$ cat config.mk
export PLATFORM = sky130hd
export DESIGN_NAME = bcd_countdown_timer
export DESIGN_NICKNAME = d
export VERILOG_FILES = /design/src/rtl/bcd_countdown_timer_pkg.sv /design/src/rtl/bcd_down_digit.sv /design/src/rtl/bcd_countdown_timer.sv
export SDC_FILE = /design/constraint.sdc
export NUM_CORES = 1
export LEC_CHECK = 0
export ABC_CLOCK_PERIOD_IN_PS = 9200
export CELL_PAD_IN_SITES_DETAIL_PLACEMENT = 1
export CELL_PAD_IN_SITES_GLOBAL_PLACEMENT = 2
export CORE_AREA = 2 2 85 87
export DETAILED_ROUTE_END_ITERATION = 6
export DIE_AREA = 0 0 87 89
export GPL_TIMING_DRIVEN = 1
export PLACE_DENSITY = 0.91
export RECOVER_POWER = 25
export SLEW_MARGIN = 20
export SYNTH_ARGS = -nofsm -noshare
export SYNTH_HDL_FRONTEND = slang
export SYNTH_HIERARCHICAL = 1
export SYNTH_SLANG_ARGS = --single-unit
export TNS_END_PERCENT = 20
$ cat constraint.sdc
create_clock -name mclk -period 9.2 [get_ports mclk]
set_input_delay 1.84 -clock mclk [delete_from_list [all_inputs] [get_ports mclk]]
set_output_delay 1.84 -clock mclk [all_outputs]
set_load 0.05 [all_outputs]
$ cat src/rtl/bcd_countdown_timer_pkg.sv
// Shared definitions for the BCD countdown timer: FSM state encoding,
// the largest legal BCD digit and the load-value clamp helper.
package bcd_countdown_timer_pkg;

    typedef enum logic [1:0] {
        ST_IDLE   = 2'd0,
        ST_RUN    = 2'd1,
        ST_PAUSED = 2'd2,
        ST_DONE   = 2'd3
    } state_e;

    localparam logic [3:0] BCD_MAX = 4'd9;

    // Any nibble above 9 is not a BCD digit; saturate it to 9.
    function automatic logic [3:0] bcd_clamp(input logic [3:0] nib);
        return (nib > BCD_MAX) ? BCD_MAX : nib;
    endfunction

endpackage

$ cat src/rtl/bcd_down_digit.sv
// One BCD digit of the down-counter. A load overrides everything; otherwise
// the digit steps down by one whenever a borrow arrives, wrapping 0 -> 9 and
// passing the borrow on to the next digit.
module bcd_down_digit
    import bcd_countdown_timer_pkg::*;
(
    input  logic       mclk,
    input  logic       rst_n,
    input  logic       ld,
    input  logic [3:0] ld_val,
    input  logic       borrow_in,
    output logic [3:0] digit,
    output logic       borrow_out
);

    logic [3:0] digit_q;
    logic [3:0] digit_d;

    // Next digit value: load wins, then a borrow decrements with 0 -> 9 wrap.
    always_comb begin
        digit_d = digit_q;
        if (ld) begin
            digit_d = ld_val;
        end else if (borrow_in) begin
            digit_d = (digit_q == 4'd0) ? BCD_MAX : (digit_q - 4'd1);
        end
    end

    // Digit register, cleared asynchronously.
    always_ff @(posedge mclk or negedge rst_n) begin
        if (!rst_n) begin
            digit_q <= 4'd0;
        end else begin
            digit_q <= digit_d;
        end
    end

    assign digit      = digit_q;
    assign borrow_out = borrow_in & (digit_q == 4'd0);

endmodule

$ cat src/rtl/bcd_countdown_timer.sv
// Multi-digit BCD countdown timer. A prescaler turns mclk into decrement
// ticks while the FSM is in RUN; the digit chain does the BCD arithmetic.
// Control priority each cycle is load > start > pause. Reaching zero by a
// tick parks the FSM in DONE and raises a one-cycle done pulse.
// Handshake/control semantics: load/start/pause are plain levels sampled on
// every rising mclk edge; there is no valid/ready pairing on this block.
module bcd_countdown_timer
    import bcd_countdown_timer_pkg::*;
#(
    parameter int DIGITS   = 4,
    parameter int TICK_DIV = 50000
) (
    input  logic                mclk,
    input  logic                rst_n,
    input  logic                load,
    input  logic [4*DIGITS-1:0] load_val,
    input  logic                start,
    input  logic                pause,
    output logic [4*DIGITS-1:0] count,
    output logic                running,
    output logic                zero,
    output logic                done,
    output logic [1:0]          state_o
);

    localparam int CW = 4 * DIGITS;
    localparam int PW = (TICK_DIV > 1) ? $clog2(TICK_DIV) : 1;
    localparam logic [PW-1:0] PRESC_LAST = PW'(TICK_DIV - 1);
    localparam logic [CW-1:0] COUNT_ONE  = CW'(1);

    state_e        state_q, state_d;
    logic [PW-1:0] presc_q, presc_d;
    logic          done_q, done_d;
    logic          tick;
    logic [CW-1:0] load_clamped;
    logic [DIGITS:0] borrow;

    // Saturate each loaded nibble to a legal BCD digit.
    always_comb begin
        load_clamped = '0;
        for (int i = 0; i < DIGITS; i++) begin
            load_clamped[4*i +: 4] = bcd_clamp(load_val[4*i +: 4]);
        end
    end

    // A tick fires on the last prescaler cycle of an uninterrupted RUN cycle;
    // load or pause in that cycle suppresses it.
    assign tick = !load && (state_q == ST_RUN) && !pause && (presc_q == PRESC_LAST);

    assign borrow[0] = tick;

    genvar g;
    generate
        for (g = 0; g < DIGITS; g++) begin : g_digit
            bcd_down_digit u_digit (
                .mclk       (mclk),
                .rst_n      (rst_n),
                .ld         (load),
                .ld_val     (load_clamped[4*g +: 4]),
                .borrow_in  (borrow[g]),
                .digit      (count[4*g +: 4]),
                .borrow_out (borrow[g+1])
            );
        end
    endgenerate

    // Next-state, prescaler and done-pulse logic.
    always_comb begin
        state_d = state_q;
        presc_d = presc_q;
        done_d  = 1'b0;
        if (load) begin
            state_d = ST_IDLE;
            presc_d = '0;
        end else begin
            case (state_q)
                ST_IDLE: begin
                    // Starting from zero would finish instantly; ignore it.
                    if (start && !zero) begin
                        state_d = ST_RUN;
                        presc_d = '0;
                    end
                end
                ST_RUN: begin
                    if (pause) begin
                        state_d = ST_PAUSED;
                    end else if (presc_q == PRESC_LAST) begin
                        presc_d = '0;
                    end else begin
                        presc_d = presc_q + PW'(1);
                    end
                end
                ST_PAUSED: begin
                    if (start) begin
                        state_d = ST_RUN;
                    end
                end
                ST_DONE: begin
                    state_d = ST_DONE;
                end
                default: begin
                    state_d = ST_IDLE;
                end
            endcase
            // A tick from 0..01 lands on zero. A borrow out of the top digit
            // cannot occur from RUN, but if it ever did, stop rather than
            // keep counting down from 99..9.
            if (tick && ((count == COUNT_ONE) || borrow[DIGITS])) begin
                state_d = ST_DONE;
                done_d  = 1'b1;
            end
        end
    end

    // FSM, prescaler and done registers, cleared asynchronously.
    always_ff @(posedge mclk or negedge rst_n) begin
        if (!rst_n) begin
            state_q <= ST_IDLE;
            presc_q <= '0;
            done_q  <= 1'b0;
        end else begin
            state_q <= state_d;
            presc_q <= presc_d;
            done_q  <= done_d;
        end
    end

    assign running = (state_q == ST_RUN);
    assign zero    = ~|count;
    assign done    = done_q;
    assign state_o = state_q;

endmodule
==> results_tabular.tex <==
\begin{tabular}{lr}
\hline
Metric & Value \\
\hline
\multicolumn{2}{l}{\textbf{Outcome}} \\
Outcome & finished, violations left \\
Violations in the final reports & max-capacitance violations, max-slew violations \\
\multicolumn{2}{l}{\textbf{Placement}} \\
Final HPWL from detailed placement & roughly 4300 um \\
Global placement routability congestion & $\sim$0.8 \\
Number of port buffers & slightly above 40 \\
Number of placed instances, taps included & 354 \\
Worst slack after detailed placement & approximately 3500 ps \\
\multicolumn{2}{l}{\textbf{Timing}} \\
RSZ-0062 raised after global routing & no \\
Final clock period utilization by the worst path & 58.74\% \\
Post-route clock skew & 7.940 ps \\
Period minus WS final & 5404 ps \\
Upper clock frequency limit & 185.1 MHz \\
Final-report hold violation count & 0 \\
Final WS setup & between 3000 and 4000 ps \\
Transition at the pin with the smallest max-transition slack & 1908 ps \\
Final count of pins violating max slew & 36 \\
Max-Slew Margin vs Limit & -27.21\% \\
Total Neg Setup Slack & 0 ps \\
Final setup vio count & 0 \\
\multicolumn{2}{l}{\textbf{Synthesis}} \\
Most instantiated flip-flop cell in the synthesis netlist & dfrtp\_1 \\
Post-synth EDFFs & 0 \\
Library cell with the highest instance count after synthesis & dfrtp\_1 \\
Top cells by area in the synthesized netlist & dfrtp\_1 39\%, nor2b\_1 4.5\%, nor4b\_4 4.2\% \\
Flops \& latches, synth & 35 \\
Commonest cells in the netlist & 35 x dfrtp\_1, 25 x nand2\_1, 19 x o21ai\_0, 16 x nor2b\_1, 15 x o21ai\_1 \\
Area share of the largest cell type after synthesis & about 39\% \\
Synth async-reset ratio & 100.0\% \\
Net count of the mapped netlist & between 200 and 300 \\
Netlist cell types & 47 \\
Syn\_area\_per\_cell & around 9.4 sq um \\
Cell count after synthesis & roughly 240 \\
Post-synth top area cell & dfrtp\_1 \\
Yosys synthesis warning count & 6 \\
Share of the yosys chip area belonging to registers & 39.02\% \\
Total standard cell area after synthesis & 2245 sq um \\
\multicolumn{2}{l}{\textbf{Worst setup path}} \\
Startpoint of the most critical register-to-register path & presc\_q[0]\$\_DFFE\_PN0P\_ \\
Largest driver fanout on the critical path & 37 \\
Data arrival time of the critical path & $\sim$5600 ps \\
Launching element type of the critical path & primary input \\
Reg-to-Reg End & state\_o[1]\$\_DFFE\_PN0P\_ \\
Gate family responsible for the most delay along the worst path & simple AND/OR/NAND/NOR gates \\
Standard cell with the maximum stage delay on the critical path & clkdlybuf4s50\_1 \\
Sum of buffers and inverters on the critical path & 3 \\
Worst reg-to-reg setup slack & between 4000 and 5000 ps \\
Cell Chain, Critical Path & clkdlybuf4s50\_1, buf\_4, nand2b\_4, nor2\_1, nand2\_1, inv\_1, nor4b\_4, nor2b\_1, nor4b\_4, nor2b\_1, nor4b\_4, nor2b\_1, nor4b\_4, nor2b\_1, a41oi\_1, o22ai\_1 \\
Crit Path Category & primary input to register \\
Worst endpoint required time & around 9400 ps \\
Capturing element type of the critical path & register \\
Maximum single-stage delay on the critical path & 400 ps \\
Total number of cells along the worst setup path & 16 \\
Depth of the worst register-to-register path & 15 \\
\multicolumn{2}{l}{\textbf{Die}} \\
Area enclosed by the die boundary & approximately 7700 sq um \\
Number of rows created at floorplan & 30 \\
Core Box Area & approximately 6700 sq um \\
Effective utilization at floorplan & approximately 33\% \\
X dimension of the die & roughly 87 um \\
Die Span Y & just under 90 um \\
Number of primary I/O pins & 42 \\
\multicolumn{2}{l}{\textbf{Global route}} \\
Number of antenna violations at the first check in global routing & 0 \\
Met2 track utilization from global routing & between 20\% and 30\% \\
Maximum number of pins on one net before global-route repair & 38 \\
GRT met3 Usage & about 4.4\% \\
Overflow left after global routing & 0 \\
Grt met1 use & between 20\% and 30\% \\
Number of global-route vias before repair & 2075 \\
Total GRT Usage & 16.63\% \\
Busiest grt layer & met2 \\
Wire length of the first global-routing pass & between 10000 and 15000 um \\
\multicolumn{2}{l}{\textbf{CTS}} \\
Total of hold buffers inserted after clock tree synthesis & 0 \\
Post-cts gate resize count & 0 \\
Setup Fix Bufs, Post-CTS & 0 \\
Cell chosen for the clock root & clkbuf\_8 \\
Skew-Pair Late Insertion Delay & between 200 and 300 ps \\
H-tree depth & 2 \\
TritonCTS clock tree & yes \\
CTS clock-pin slew for the worst setup and hold paths & 70 ps \\
Clk sinks & 35 \\
Deepest clock path buffer count & 2 \\
TritonCTS buffer count & 5 \\
\multicolumn{2}{l}{\textbf{Route}} \\
1st-pass router iterations & 4 \\
Routed vias & approximately 2000 \\
Final antenna-violating net count & 0 \\
Final Routed Wirelength & a little under 6000 um \\
Vias/cell & $\sim$5.5 \\
Final routed DRC violation total & 0 \\
WL/cell & 16.12 um \\
Violation count after the first detailed-route iteration & 75 \\
\multicolumn{2}{l}{\textbf{Layout}} \\
Ratio of cells with drive above 1 in the final layout & roughly a tenth \\
\# diodes & 0 \\
Number of fill cells & between 700 and 800 \\
\# nets final & approximately 300 \\
Area overhead of the layout relative to synthesis & 26.53\% \\
Final standard cell count with taps included and fillers excluded & around 360 \\
\multicolumn{2}{l}{\textbf{Power}} \\
Sequential cell fraction of total power & 43.4\% \\
Net load switching power & approximately 0.00013 W \\
Switching Share & a little under a third \\
Cell Pwr Density & roughly 150 nW/um\^{}2 \\
Proportion of power drawn by combinational gates & $\sim$21\% \\
Internal power component & 0.0002827 W \\
Clock power frac & a little over a third \\
Maximum VDD drop & around 0.000058 V \\
Static Leakage & slightly above 1 nW \\
\multicolumn{2}{l}{\textbf{Worst hold path}} \\
Class of the tightest hold or removal check & register to register \\
Launch instance of the worst min-delay path & presc\_q[15]\$\_DFFE\_PN0P\_ \\
Worst Hold Path EP & presc\_q[15]\$\_DFFE\_PN0P\_ \\
Count of cells along the worst hold path & 1 \\
\multicolumn{2}{l}{\textbf{Flow run}} \\
Number of maximum-capacitance violations & 1 \\
\hline
\end{tabular}
==> power groups by stage <==
stage          registers, W  logic [W]  clock network, W
2_1_floorplan      0.000203  0.0000273                 0
3_3_place_gp       0.000182  0.0000855                 0
3_5_place_dp       0.000182  0.0000868                 0
4_1_cts            0.000179  0.0000870          0.000151
5_1_grt            0.000181  0.0000924          0.000160
6_report           0.000179  0.0000854          0.000148
==> worst max path at each step <==
stage          from                endpoint  slack (ps)
3_3_place_gp   load  state_o[1]$_DFFE_PN0P_        3670
6_report       load  state_o[1]$_DFFE_PN0P_        3800
5_1_grt        load  state_o[1]$_DFFE_PN0P_        3420
3_5_place_dp   load  state_o[1]$_DFFE_PN0P_        3480
4_1_cts        load  state_o[1]$_DFFE_PN0P_        3770
2_1_floorplan  load  state_o[1]$_DFFE_PN0P_        4540
==> layout by cell type, fill, tap and decap left out, drive strengths merged <==
| cell type | synthesis | routed |
|---|---|---|
| clkdlybuf4s50 | 0 | 40 |
| a21oi | 13 | 13 |
| dlygate4sd3 | 0 | 1 |
| nand3 | 8 | 8 |
| and3 | 2 | 2 |
| bufinv | 0 | 1 |
| buf | 4 | 1 |
| clkbuf | 4 | 7 |
| dfrtp | 35 | 35 |
| a41oi | 2 | 2 |
| clkinv | 0 | 1 |
| nor3 | 8 | 8 |
| a22o | 1 | 1 |
| a211oi | 2 | 2 |
| nor4b | 6 | 6 |
| nand2b | 12 | 12 |
| o22ai | 1 | 1 |
| nand4 | 4 | 4 |
| nor4 | 7 | 7 |
| xnor2 | 8 | 8 |
| mux2i | 4 | 4 |
| inv | 4 | 4 |
| nor3b | 5 | 5 |
| o31ai | 4 | 4 |
| o311ai | 1 | 1 |
| and4 | 2 | 2 |
| and2b | 5 | 5 |
| a221oi | 1 | 1 |
| nor4bb | 2 | 2 |
| a31oi | 5 | 5 |
| o21ai | 34 | 34 |
| nor2b | 16 | 16 |
| ha | 1 | 1 |
| or4b | 1 | 1 |
| nand2 | 26 | 26 |
| a221o | 1 | 1 |
| nor2 | 9 | 9 |
| a21boi | 1 | 1 |
==> metal layers <==
layer  up-vias  wire length [um]
met5         -                 0
met4         0                46
met3         8               183
met2        31              2960
met1       986              2646
li1        960                 -
==> flip-flops by register name, indices dropped and copies added, names as in the netlist <==
name / flops
g_digit.u_digit/digit: 16
done: 1
state_o: 2
presc_q: 16
==> final cells by class <==
cell class	instances	area [sq um]	share of cell area [%]
multi-input combinational	192	1310	46.12
sequential	35	875.8	30.84
timing repair buffer	43	421.7	14.85
tap	80	100.1	3.524
clock buffer	6	82.58	2.907
clock inverter	2	35.03	1.233
inverter	4	15.01	0.5286
==> kinds of logic (layout without fill, tap and decap cells) <==
| group | after synthesis | count (layout) | synth area share, % |
|---|---|---|---|
| xor gates and xnor gates | 8 | 8 | 3.122 |
| and+or+nand+nor | 113 | 113 | 35.73 |
| muxes | 4 | 4 | 1.784 |
| DFF | 35 | 35 | 39.02 |
| buffers and inverters | 12 | 55 | 2.620 |
| AOI/OAI and AO/OA | 66 | 66 | 17.17 |
| adders and majority gates | 1 | 1 | 0.5573 |
==> stage by stage <==
step | util (%) | area (sq um) | power [W] | hold WS, ps
2_1_floorplan | - | 2245 | 0.0002301 | 442.5
3_3_place_gp | 40.58 | 2726 | 0.0002673 | 473.0
3_5_place_dp | 40.58 | 2726 | 0.0002690 | 480.5
4_1_cts | 42.33 | 2844 | 0.0004179 | 494.0
5_1_grt | 42.27 | 2840 | 0.0004333 | 523.9
6_report | 42.27 | 2840 | 0.0004121 | 490.8
No activity file was read; power rests on OpenSTA's default activity.
